==> src/rtl/multi_channel_sequencer.sv <==
// multi_channel_sequencer: NUM_CH square-wave tone channels gated by per-channel STEPS-bit patterns.
// Latency: a step advance changes gating the cycle after step_tick; audio_out is registered one cycle behind the gate.
// Backpressure: none; pattern writes are always accepted, and writes to a channel index >= NUM_CH are dropped.
//
// Ports: CLOCK_50/reset (async active-high); run enables tempo and audio; tempo_period is cycles per step
// (values below 2 act as 2); tone_half_period packs NUM_CH half-periods of DIV_W bits (0 mutes the channel);
// edit_ch/pattern_we/pattern_wdata edit one pattern; pattern_view shows pattern[edit_ch];
// audio_out, step_idx and step_tick are the play outputs.
// Optional: define LOOP_LEN_EN to add input loop_len, which shortens the loop to clamp(loop_len, 1, STEPS) steps.
module multi_channel_sequencer #(
    parameter int NUM_CH  = 4,
    parameter int STEPS   = 16,
    parameter int CH_W    = 2,
    parameter int STEP_W  = 4,
    parameter int DIV_W   = 20,
    parameter int TEMPO_W = 28
) (
    input  logic                      CLOCK_50,
    input  logic                      reset,
    input  logic                      run,
    input  logic [TEMPO_W-1:0]        tempo_period,
    input  logic [NUM_CH*DIV_W-1:0]   tone_half_period,
    input  logic [CH_W-1:0]           edit_ch,
    input  logic                      pattern_we,
    input  logic [STEPS-1:0]          pattern_wdata,
`ifdef LOOP_LEN_EN
    input  logic [STEP_W:0]           loop_len,
`endif
    output logic [NUM_CH-1:0]         audio_out,
    output logic [STEPS-1:0]          pattern_view,
    output logic [STEP_W-1:0]         step_idx,
    output logic                      step_tick
);

    localparam int LW = STEP_W + 1;

    logic [TEMPO_W-1:0] tempo_cnt;
    logic [TEMPO_W-1:0] period_eff;
    logic [LW-1:0]      loop_eff;
    logic [LW-1:0]      step_inc;
    logic [STEP_W-1:0]  step_next;
    logic [STEPS-1:0]   pattern [NUM_CH];

    // Periods of 0 and 1 would make a tick every cycle or never; floor at 2.
    assign period_eff = (tempo_period < TEMPO_W'(2)) ? TEMPO_W'(2) : tempo_period;

    // ">=" rather than "==" so that shrinking the period below the current count wraps at once.
    assign step_tick = run && (tempo_cnt >= period_eff - TEMPO_W'(1));

`ifdef LOOP_LEN_EN
    always_comb begin
        loop_eff = loop_len;
        if (loop_len == '0) begin
            loop_eff = LW'(1);
        end else if (loop_len > LW'(STEPS)) begin
            loop_eff = LW'(STEPS);
        end
    end
`else
    assign loop_eff = LW'(STEPS);
`endif

    // Comparing with ">=" also sends the pointer to 0 when the loop is shortened below it.
    assign step_inc  = {1'b0, step_idx} + LW'(1);
    assign step_next = (step_inc >= loop_eff) ? '0 : step_inc[STEP_W-1:0];

    always_ff @(posedge CLOCK_50 or posedge reset) begin
        if (reset) begin
            tempo_cnt <= '0;
            step_idx  <= '0;
        end else if (!run) begin
            tempo_cnt <= '0;
        end else if (step_tick) begin
            tempo_cnt <= '0;
            step_idx  <= step_next;
        end else begin
            tempo_cnt <= tempo_cnt + TEMPO_W'(1);
        end
    end

    always_ff @(posedge CLOCK_50 or posedge reset) begin
        if (reset) begin
            for (int c = 0; c < NUM_CH; c++) begin
                pattern[c] <= '0;
            end
        end else begin
            for (int c = 0; c < NUM_CH; c++) begin
                if (pattern_we && (edit_ch == CH_W'(c))) begin
                    pattern[c] <= pattern_wdata;
                end
            end
        end
    end

    // Out-of-range edit_ch matches no channel and so reads as 0.
    always_comb begin
        pattern_view = '0;
        for (int c = 0; c < NUM_CH; c++) begin
            if (edit_ch == CH_W'(c)) begin
                pattern_view = pattern[c];
            end
        end
    end

    for (genvar c = 0; c < NUM_CH; c++) begin : g_ch
        logic [DIV_W-1:0] half;
        logic [DIV_W-1:0] tone_cnt;
        logic             gate;
        logic             audio_q;

        assign half = tone_half_period[c*DIV_W +: DIV_W];
        assign gate = run && pattern[c][step_idx] && (half != '0);

        // Closed gate parks the output low, so every new note starts low.
        always_ff @(posedge CLOCK_50 or posedge reset) begin
            if (reset) begin
                tone_cnt <= '0;
                audio_q  <= 1'b0;
            end else if (!gate) begin
                tone_cnt <= '0;
                audio_q  <= 1'b0;
            end else if (tone_cnt >= half - DIV_W'(1)) begin
                tone_cnt <= '0;
                audio_q  <= ~audio_q;
            end else begin
                tone_cnt <= tone_cnt + DIV_W'(1);
            end
        end

        assign audio_out[c] = audio_q;
    end

endmodule

==> config.mk <==
export PLATFORM = sky130hd
export DESIGN_NAME = multi_channel_sequencer
export DESIGN_NICKNAME = d
export VERILOG_FILES = /design/src/rtl/multi_channel_sequencer.sv
export SDC_FILE = /design/constraint.sdc
export NUM_CORES = 1
export LEC_CHECK = 0
export ABC_AREA = 1
export CORE_UTILIZATION = 63
export CTS_CLUSTER_SIZE = 24
export DETAILED_ROUTE_END_ITERATION = 7
export GPL_ROUTABILITY_DRIVEN = 0
export PLACE_DENSITY = 0.87
export SETUP_SLACK_MARGIN = 0.2
export SLEW_MARGIN = 20
export SYNTH_ARGS = -nofsm -noshare
export SYNTH_HDL_FRONTEND = slang
export SYNTH_SLANG_ARGS = --single-unit
==> constraint.sdc <==
create_clock -name CLOCK_50 -period 15.9 [get_ports CLOCK_50]
set_input_delay 1.59 -clock CLOCK_50 [delete_from_list [all_inputs] [get_ports CLOCK_50]]
set_output_delay 1.59 -clock CLOCK_50 [all_outputs]
set_load 0.02 [all_outputs]
# --- Yosys cells after proc, flatten, opt, wreduce, memory -nomap -nowiden ---
# Cells that the tools add are included.
classes:
  multipliers: 0
  mux: 32
  n_div: 0
  reduce_logical: 19
  n_bitwise: 4
  add_sub_neg: 11
  magnitude_cmp: 8
  shift: 0
  eq_ne: 7
ops:
  columns: ["op", "count"]
  rows:
  - ["$mux W20", 8]
  - ["$mux W28", 3]
  - ["$add A20 B1 Y20 const B", 4]
  - ["$ge A20 B20 Y1", 4]
  - ["$reduce_bool A20 Y1", 4]
  - ["$sub A20 B1 Y20 const B", 4]
  - ["$mux W16", 4]
  - ["$add A28 B1 Y28 const B", 1]
  - ["$ge A28 B28 Y1", 1]
  - ["$lt A28 B2 Y1 const B", 1]
  - ["$sub A28 B1 Y28 const B", 1]
  - ["$bmux W1 S4", 4]
  - ["$logic_and A1 B1 Y1", 13]
  - ["$mux W1", 12]
  - ["$ne A2 B1 Y1 const B", 4]
  - ["$add A4 B1 Y5 const B", 1]
  - ["$ge A5 B5 Y1 const B", 1]
  - ["$lt A4 B5 Y1 const B", 1]
  - ["$eq A2 B2 Y1 const B", 2]
  - ["$mux W4", 1]
  - ["$not A1 Y1", 4]
  - ["$eq A2 B1 Y1 const B", 1]
  - ["$logic_not A2 Y1", 1]
  - ["$reduce_and A2 Y1", 1]
totals:
  rom_bits: 0
  regBits: 180
  mem_bits_rw: 0
  in_bits: 130
  latch_bits: 0
  output_inout_bits: 25
  memories: 0

# --- Longest topological paths before layout ---
# Gate-level depths: netlist (run 1).
depth:
  ltp_word: 7
  mapped_depth: 26

# --- Least setup slack after synthesis (run 1) ---
# Ideal clock, no wire load.
synth_timing:
  path_kind: "input-to-output"
  startpoint: "input tempo_period[7]"
  endpoint: "output step_tick"
  path_stages: 23
  t_arrival_ns: 4.456
  slack_ns: 9.854
  n_path_buf: 0
  path_cell_list: "nor2_1 > nand2_1 > nor2_1 > nand2_1 > nor2_1 > nor2_1 > inv_1 > ha_1 > nand2_1 > nor3_2 > nand4_1 > nor2_1 > nand2_1 > xor2_1 > ha_1 > nand2_1 > nor2_1 > nand2_1 > nor3_1 > nand2_1 > nand3_1 > nand2_1 > inv_1"
synth_between:
  elab_chain_cells: 5
synth_lines:
  columns: ["element", "line", "rtl"]
  rows:
  - ["start: declaration", "21", "input logic [TEMPO_W-1:0] tempo_period,"]
  - ["$lt A28 B2 Y1", "45", "assign period_eff = (tempo_period < TEMPO_W'(2)) ? TEMPO_W'(2) : tempo_period;"]
  - ["$mux W28 (*)", "45", null]
  - ["$sub A28 B1 Y28 (*)", "48", "assign step_tick = run && (tempo_cnt >= period_eff - TEMPO_W'(1));"]
  - ["$ge A28 B28 Y1 (*)", "48", null]
  - ["$logic_and A1 B1 Y1 (*)", "48", null]
  - ["end: declaration", "32", "output logic step_tick"]
# Mark *: on every way between the ends. The rest lies on a longest branch, timed or not.

# --- Final worst setup path (run 1) ---
layout_timing:
  startpoint: "input tempo_period[22]"
  endpoint: "output step_tick"
# The elaborated chain is that of the path after synthesis.

==> results of run 1 <==
==> power breakdown <==
group	internal, W	switching [W]
clock	0.000212	0.000200
sequential	0.000487	0.0000228
combinational	0.0000956	0.000139
total	0.000795	0.000361
==> state kept, by name (all words and copies together) (netlist names) <==
name           cells
g_ch.audio_q       4
g_ch.tone_cnt     80
pattern           64
step_idx           4
tempo_cnt         28
==> metal layers <==
layer,GRT usage,share of wire
met5,0,0.00032
met3,0.0554,0.077
met4,0.0864,0.017
met2,0.533,0.47
met1,0.410,0.43
==> area by class of cell <==
cell class | instances | area, um^2 | share of cell area
Sequential cell | 180 | 4500 | 0.264
Inverter | 246 | 933 | 0.0547
Antenna cell | 1 | 2.50 | 0.000147
Multi-Input combinational cell | 1691 | 9100 | 0.533
Clock buffer | 18 | 439 | 0.0257
Timing Repair Buffer | 158 | 1570 | 0.0920
Clock inverter | 14 | 134 | 0.00784
Tap cell | 313 | 392 | 0.0229
==> metrics by stage <==
stage	instance area (um^2)	setup WS (ps)	cells	hold slack (ps)	power (W)
after floorplan	14800	9420	2161	432	0.000656
after global placement	16500	8420	2588	451	0.000741
after detailed placement	16500	8230	2588	474	0.000748
after CTS	17100	8210	2620	490	0.00116
after global routing	17100	7750	2620	502	0.00121
final	17100	8130	2621	489	0.00116
==> critical path: stages <==
cell	delay [ps]
clkdlybuf4s50_1	480
nor2_1	180
nand2_1	90
nor2_1	170
nand2_1	110
nor2_1	150
nor2_1	60
inv_1	70
ha_1	190
nand2_1	140
nor4_1	570
nand2_1	140
xor2_1	170
ha_1	300
nand2_1	50
nor2_1	180
nand2_1	120
nor3_1	190
nand2_1	160
nand3_1	220
nand2_1	180
inv_1	90
clkdlybuf4s50_1	600
==> logic make-up after synthesis <==
kind of cell | count (synthesis) | synth area share
XOR/XNOR | 162 | 0.0959
AO/OA/AOI/OAI | 180 | 0.0675
AND/OR/NAND/NOR | 1230 | 0.351
adder cells (fa/ha/maj) | 119 | 0.101
flip-flops | 180 | 0.305
buffers and inverters | 290 | 0.0803
==> worst max-delay path by stage <==
stage                       to  cells after the start
6_report             step_tick                     23
5_1_grt              step_tick                     23
4_1_cts              step_tick                     25
3_5_place_dp         step_tick                     25
3_3_place_gp         step_tick                     23
2_1_floorplan  g_ch[0].audio_q                      1
==> layout by cell type, fill, tap and decap left out, types with 4 or more instances in the layout <==
master	synthesis	routed
a21o_1	6	6
a21oi_1	44	44
and2_1	6	6
buf_4	10	4
clkbuf_16	0	17
clkdlybuf4s50_1	0	154
dfrtp_1	180	180
ha_1	119	119
inv_1	240	239
inv_2	5	5
inv_8	0	7
nand2_1	608	608
nand3_1	102	102
nand3b_1	5	5
nand4_1	40	40
nor2_1	375	375
nor2_2	5	5
nor2_4	13	13
nor3_1	31	31
nor3_2	8	8
nor4_1	7	7
o2111ai_1	11	11
o211ai_1	7	7
o21ai_0	94	94
o21ai_1	7	7
o22ai_1	6	6
or2_1	4	4
or2_2	16	16
xnor2_1	61	61
xor2_1	101	101
==> results.md, run 1 <==
* Vias in the first global route at 13.5k
* Count leader, synth: nand2_1
* RSZ-0062 raised after global routing: no
* Peak supply drop at 0.0900 mV
* Wirelength, routed at 37.0 mm
* Reg2reg path depth at 10
* Setup tns final at 0 ps
* Power density cells at 67.7 nW/um^2
* Total global routing overflow at 0
* Slew headroom at 0.311
* R2r endpoint: g_ch[1].audio_q
* CTS tree: yes
* Die X-Extent at 155 um
* Setup Skew at 16.2 ps
* CTS sink count at 180
* Via count at 14.3k
* First-pass GRT wire length at 61.3 mm
* Hold Startpoint: g_ch[0].tone_cnt[0]
* Register area share after synthesis at 0.305
* Antenna Nets Post-Route at 0
* Startpoint types: primary input
* Root Buffer: clkbuf_16
* Num rows at 55
* Total CTS buffers at 17
* Fmax at 0.129 GHz
* Reg2reg setup slack at 13010 ps
* Netlist cell types at 43
* Initial core utilization at 0.647
* Final min period at 7770 ps
* Final setup viols at 0
* Fin crit share at 0.489
* Residual DRC at 0
* H-tree depth at 4
* Per-cell routed wire length at 14.1 um
* Primary FF master, synth: dfrtp_1
* Worst-Skew Late Latency at 440 ps
* Filler cells at 1844
* Total setup buffers inserted after CTS at 0
* Post-Syn Nets at 2410
* Outcome: finished clean
* Yosys top cell area share at 0.305
* Asr flop ratio synth at 1.00
* DR iter-0 viols at 1106
* GRT Total Usage at 0.313
* RR Startpoint: step_idx[1]
* Largest net degree at the start of global routing at 120
* Max-Cap Viols at 0
* Leak pwr at 7.86 nW
* Worst slew pin tran at 1030 ps
* Commonest cells in the netlist: 608 x nand2_1, 375 x nor2_1, 240 x inv_1
* Worst Setup SP: tempo_period[22]
* Max-slew violations at 0
* Dpl hpwl at 28.2 mm
* Area contributors post-synth: dfrtp_1 30%, nand2_1 15%, ha_1 10%, nor2_1 9.5%, inv_1 6.1%
* Core area at 22800 um^2
* TritonRoute pass-1 iters at 6
* Area Growth Syn to Fin at 15.4%
* Resized Gates After CTS at 0
* IO Count at 155
* Layout cell share with drive strength beyond 1 at 0.0407
* EDFF count, synth at 0
* Critical path type: in2out
* Largest area contributor in the netlist: dfrtp_1
* Input/output buffers at 154
* CTS Hold Bufs at 0
* Antenna violations before repair at 1
* Syn. warnings at 0
* Syn avg cell area at 6.84 um^2
* Seq cells post-synth at 180
* Hold path depth at 1
* Core Util, Final at 0.747
* Clk pin slew, worst setup/hold paths at 80 ps
* Buffers from clock root to sink, at most at 2
* WHS Endpoint: g_ch[0].tone_cnt[0]
* Vias per cell at 5.46
* Critical Path AT at 6180 ps
* Netlist Area Pre-Place at 14800 um^2
* Die Span Y at 155 um
* Final hold vios at 0
* Hold Crit Class: reg2reg
* Number of nets in the layout at 2543
* Synth Instances at 2161
* Critical Path End Type: output pin
* CP required at 14310 ps
* Die Area at 24100 um^2
* CP max FO at 6
No activity file was read; power rests on OpenSTA's default activity.
==> inputs of run 2 (changes only) <==
Settings changed: CORE_UTILIZATION 63 to 59, PLACE_DENSITY 0.87 to 0.83.
Clock period 15.9 ns to 7.81 ns, I/O delays scaled along.
==> results.md, run 2 (synthesized netlist as in run 1, its figures left out) <==
* Critical Path AT at 5400 ps (-780 ps)
* Largest Register: g_ch.tone_cnt
* Total setup buffers inserted after CTS at 0 (unchanged)
* Critical Path End Type: output pin
* Pwr Total at 0.00241 W (+110%)
* CTS tree: yes
* Max-slew violations at 0 (unchanged)
* Per-cell routed wire length at 14.2 um (+0.91%)
* Vias in the first global route at 13.6k (+0.54%)
* Worst setup path end: step_tick
* Number of flip-flops in the largest register at 80 (unchanged)
* RR Startpoint: tempo_cnt[23]
* Biggest regs: g_ch.tone_cnt x80, pattern x64, tempo_cnt x28
* IO Count at 155 (unchanged)
* Critical path type: in2out
* Final setup viols at 0 (unchanged)
* RSZ-0062 raised after global routing: no
* Routed wl met3 at 2.29 mm (-20%)
* Fin crit share at 0.792
* CP max-delay cell: clkdlybuf4s50_1
* Setup ws final at 1630 ps (-6510 ps)
* Cell count along the critical path at 25 (+8.7%)
* Critical path's most frequent cell: nand2_1
* Fmax at 0.162 GHz
* H-tree depth at 4 (unchanged)
* Number of nets in the layout at 2544 (+0.039%)
* Antenna Nets Post-Route at 0 (unchanged)
* Layout cell share with drive strength beyond 1 at 0.0412 (+0.000416)
* Total global routing overflow at 0 (unchanged)
* Buffers from clock root to sink, at most at 2 (unchanged)
* Worst slew pin tran at 1040 ps (+11.2 ps)
* Pre-CTS setup slack at 1740 ps (-6490 ps)
* Input/output buffers at 154 (unchanged)
* Die X-Extent at 160 um (+3.3%)
* Outcome: finished clean
* Ant diodes at 0 (-1)
* Worst Setup SP: tempo_period[18]
* Max-Cap Viols at 0 (unchanged)
* Setup tns final at 0 ps (unchanged)
* CP max FO at 6 (unchanged)
* Largest net degree at the start of global routing at 105 (-13%)
* CTS Hold Bufs at 0 (unchanged)
* DR iter-0 viols at 1255 (+13%)
* Top Layer Used: met4
* First-pass GRT wire length at 61.3 mm (about the same)
* GRT Total Usage at 0.289 (-0.0239)
* Final hold vios at 0 (unchanged)
* Power density cells at 140 nW/um^2 (+110%)
* Multi-input logic area at 9100 um^2 (unchanged)
* Antenna violations before repair at 0 (-1)
* Peak supply drop at 0.131 mV (+45%)
* Filler cells at 2026 (+9.9%)
* CP required at 7030 ps (-7280 ps)
* Root Buffer: clkbuf_16
* Area Growth Syn to Fin at 15.8%
* Initial core utilization at 0.605 (-0.0428)
* Leak pwr at 7.89 nW (+0.39%)
* Final min period at 6180 ps
* Num rows at 57 (+3.6%)
* WL met1 at 15.9 mm (about the same)
* Via count at 14.4k (+0.94%)
* Die Area at 25700 um^2 (+6.7%)
* Vias per cell at 5.49 (+0.52%)
* Reg2reg setup slack at 5240 ps (-7770 ps)
* TritonRoute pass-1 iters at 8 (+2)
* Resized Gates After CTS at 0 (unchanged)
* Most frequent cells in the layout: 608 x nand2_1, 375 x nor2_1, 239 x inv_1
* Wirelength, routed at 37.5 mm (+1.3%)
* Worst-Skew Late Latency at 450 ps (about the same)
* Dpl hpwl at 28.1 mm (-0.18%)
* Largest delay share family, worst path: simple AND/OR/NAND/NOR gates
* Hold Crit Class: reg2reg
* CTS sink count at 180 (unchanged)
* FF/Latch Area at 4500 um^2 (unchanged)
* Setup Skew at 14.3 ps (-1.82 ps)
* Total CTS buffers at 17 (unchanged)
* Crit-path max cell delay at 600 ps (about the same)
* Clk pin slew, worst setup/hold paths at 70 ps (about the same)
* Die Span Y at 160 um (+3.3%)
* R2r endpoint: tempo_cnt[14]
* Slew headroom at 0.304 (-0.00748)
* Routed met2 length at 18.4 mm (+4.5%)
* Residual DRC at 0 (unchanged)
* Startpoint types: primary input
* Buf/Inv on CP at 4 (unchanged)
* Core area at 24500 um^2 (+7.1%)
* Most common cell after layout, fill and taps aside: nand2_1
* Reg2reg path depth at 11 (+1)
## run 2: cell count changes in the layout (fill, tap and decap cells not counted)
cell and change:
diode_2 -1, bufinv_16 +1, clkinvlp_4 -3, clkinv_4 -3, clkinv_2 +1, buf_4 +1, inv_6 +4, clkinv_8 +4
clkbuf_8 -1, inv_8 -3
## run 2: worst min-delay path by stage
| stage | from | to | slack (ps) | cells past startpoint |
|---|---|---|---|---|
| after floorplan | g_ch[0].tone_cnt[0] | g_ch[0].tone_cnt[0] | 430 | 1 |
| after global placement | g_ch[0].tone_cnt[0] | g_ch[0].tone_cnt[0] | 450 | 1 |
| after detailed placement | g_ch[0].tone_cnt[0] | g_ch[0].tone_cnt[0] | 460 | 1 |
| after CTS | g_ch[0].tone_cnt[0] | g_ch[0].tone_cnt[0] | 470 | 1 |
| after global routing | pattern[41] | pattern[41] | 510 | 2 |
| final | g_ch[0].tone_cnt[0] | g_ch[0].tone_cnt[0] | 470 | 1 |
## run 2: metal layers
| metal | vias to the layer above | global-route usage |
|---|---|---|
| met2 | 515 | 0.510 |
| li1 | 7128 | - |
| met5 | - | 0 |
| met4 | 0 | 0.100 |
| met3 | 84 | 0.0369 |
| met1 | 6718 | 0.363 |
## run 2: area by class of cell
class,count,share of cell area
tap,324,0.0237
multi-input combinational,1691,0.531
inverter,246,0.0543
clock inverter,15,0.0110
clock buffer,17,0.0248
sequential,180,0.263
timing repair buffer,159,0.0922
## run 2: per-stage QoR
step                      utilization  instances  area, um^2  hold WS (ps)
after floorplan                     -       2161       14800           432
after global placement          0.675       2600       16500           450
after detailed placement        0.675       2600       16500           459
after CTS                       0.700       2632       17100           472
after global routing            0.700       2632       17100           512
final                           0.700       2632       17100           473
## run 2: power by group
part	total (W)	internal, W	switching (W)
clock network	0.000889	0.000463	0.000425
logic	0.000480	0.000195	0.000285
registers	0.00104	0.000991	0.0000457
==> inputs of run 3 (changes only) <==
Settings changed: CORE_UTILIZATION 59 to 53, PLACE_DENSITY 0.83 to 0.78.
Clock period 7.81 ns to 5.1 ns, I/O delays scaled along.
==> results.md, run 3 (synthesized netlist as in run 1, its figures left out) <==
* TritonRoute pass-1 iters at 5 (-3)
* Ant diodes at 0 (unchanged)
* Die X-Extent at 169 um (+5.4%)
* Max-Cap Viols at 0 (unchanged)
* Via count at 14.2k (-1.6%)
* Worst slew pin tran at 1050 ps (+7.73 ps)
* Fmax at 0.215 GHz
* Total global routing overflow at 0 (unchanged)
* Num rows at 60 (+5.3%)
* CP max FO at 4 (-2)
* Vias per cell at 5.27 (-4.0%)
* Peak supply drop at 0.212 mV (+62%)
* Clk pin slew, worst setup/hold paths at 80 ps (about the same)
* First-pass GRT wire length at 62.8 mm (+2.5%)
* Setup Skew at 12.3 ps (-2.02 ps)
* Critical path type: in2out
* Largest net degree at the start of global routing at 181 (+72%)
* Critical Path AT at 4140 ps (-1260 ps)
* CP required at 4590 ps (-2440 ps)
* Leak pwr at 7.97 nW (+1.0%)
* Die Span Y at 169 um (+5.4%)
* Outcome: finished clean
* Fin crit share at 0.912
* Per-cell routed wire length at 13.7 um (-3.5%)
* Layout cell share with drive strength beyond 1 at 0.0550 (+0.0139)
* Slew headroom at 0.298 (-0.00516)
* Startpoint types: primary input
* Buffers from clock root to sink, at most at 2 (unchanged)
* RSZ-0062 raised after global routing: no
* Final min period at 4650 ps
* Initial core utilization at 0.544 (-0.0604)
* IO Count at 155 (unchanged)
* Final hold vios at 0 (unchanged)
* Vias in the first global route at 13.8k (+1.1%)
* DR iter-0 viols at 1034 (-18%)
* CTS Hold Bufs at 0 (unchanged)
* Biggest regs: g_ch.tone_cnt x80, pattern x64, tempo_cnt x28
* GRT Total Usage at 0.268 (-0.0214)
* CTS tree: yes
* Dpl hpwl at 28.0 mm (-0.42%)
* Core area at 27200 um^2 (+11%)
* Antenna Nets Post-Route at 0 (unchanged)
* CTS sink count at 180 (unchanged)
* Root Buffer: clkbuf_16
* Max-slew violations at 0 (unchanged)
* Area Growth Syn to Fin at 17.5%
* Final instance area at 17400 um^2 (+1.4%)
* H-tree depth at 4 (unchanged)
* Power density cells at 210 nW/um^2 (+50%)
* Die Area at 28600 um^2 (+11%)
* Most frequent cells in the layout: 606 x nand2_1, 366 x nor2_1, 239 x inv_1
* Antenna violations before repair at 0 (unchanged)
* Hold Crit Class: reg2reg
* Met2 GRT Util at 0.461 (-0.0496)
* Setup tns final at 0 ps (unchanged)
* Number of flip-flops in the largest register at 80 (unchanged)
* Total CTS buffers at 17 (unchanged)
* Input/output buffers at 154 (unchanged)
* Placed instance area at 16700 um^2 (+1.1%)
* Worst-Skew Late Latency at 440 ps (about the same)
* Most common cell after layout, fill and taps aside: nand2_1
* Final setup viols at 0 (unchanged)
* Largest Register: g_ch.tone_cnt
* Core Util, Final at 0.639 (-0.0611)
* Met1 Usage GRT at 0.349 (-0.0141)
* Wirelength, routed at 37.1 mm (-1.1%)
* Top Usage Layer GRT: met2
* Residual DRC at 0 (unchanged)
* Critical Path End Type: output pin
* Met3 GRT Util at 0.0306 (-0.00630)
* Number of nets in the layout at 2562 (+0.71%)
==> run 3: cell count changes in the layout (fill, tap and decap cells not counted), sizes merged <==
cell and delta:
inv -2, buf +18, clkinvlp +3, clkdlybuf4s50 -1
bufinv -1, clkbuf +1
==> run 3: final cells by class <==
| type | count | area [um^2] |
|---|---|---|
| clock inverter | 15 | 163 |
| multi-input combinational | 1691 | 9150 |
| fill | 2394 | 9800 |
| clock buffer | 17 | 425 |
| sequential | 180 | 4500 |
| timing repair buffer | 177 | 1740 |
| tap | 372 | 465 |
| inverter | 246 | 930 |
==> run 3: per-stage QoR <==
stage                     hold slack, ps  setup slack [ps]  total power, W  cells
after global placement               453              99.4         0.00232   2663
after floorplan                      432              1210         0.00205   2161
after CTS                            475               216         0.00367   2695
after global routing                 494               111         0.00383   2698
final                                473               449         0.00365   2698
after detailed placement             464             -54.6         0.00234   2663
==> run 3: power breakdown <==
| part | internal (W) | total (W) | switching (W) |
|---|---|---|---|
| registers | 0.00152 | 0.00159 | 0.0000718 |
| logic | 0.000307 | 0.000741 | 0.000434 |
| clock network | 0.000659 | 0.00133 | 0.000666 |
==> run 3: final timing paths <==
| check | startpoint | end | cells past startpoint | slack [ps] |
|---|---|---|---|---|
| max | tempo_period[17] | step_tick | 25 | 450 |
| min | g_ch[0].tone_cnt[0] | g_ch[0].tone_cnt[0] | 1 | 470 |
| min reg2reg | g_ch[0].tone_cnt[0] | g_ch[0].tone_cnt[0] | 1 | 470 |
| min in group asynchronous | reset | g_ch[2].audio_q | 3 | 490 |
| max in group asynchronous | reset | pattern[58] | 4 | 3670 |
| max reg2reg | step_idx[1] | g_ch[1].audio_q | 10 | 2180 |
==> run 3: per-layer routing <==
metal | routed length, um | share of wire
met1 | 16300 | 0.44
met5 | 0 | 0
met3 | 1940 | 0.052
met4 | 802 | 0.022
met2 | 18000 | 0.49
==> run 3: worst max-delay path, cell delays in order <==
cell	delay (ps)
clkdlybuf4s50_1	440
nor2_1	150
nand2_1	120
nor2_2	170
nand2_1	110
nor2_2	140
nor2_1	50
inv_1	70
ha_2	190
nand2_2	110
nor3_4	200
nand4_1	210
nor2_2	180
nand2_1	80
xor2_1	150
ha_1	270
nand2_1	70
nor2_2	130
nand2_1	100
nor3_2	100
nand2_1	90
nand3_1	100
nand2_1	80
inv_1	110
clkbuf_2	170
==> run 3: what timing repair did <==
| item | in CTS | in global routing |
|---|---|---|
| pin swaps | 0 | 4 |
| buffers inserted | 0 | 2 |
| setup endpoints to repair | 1 | 1 |
| resized for setup | 1 | 17 |
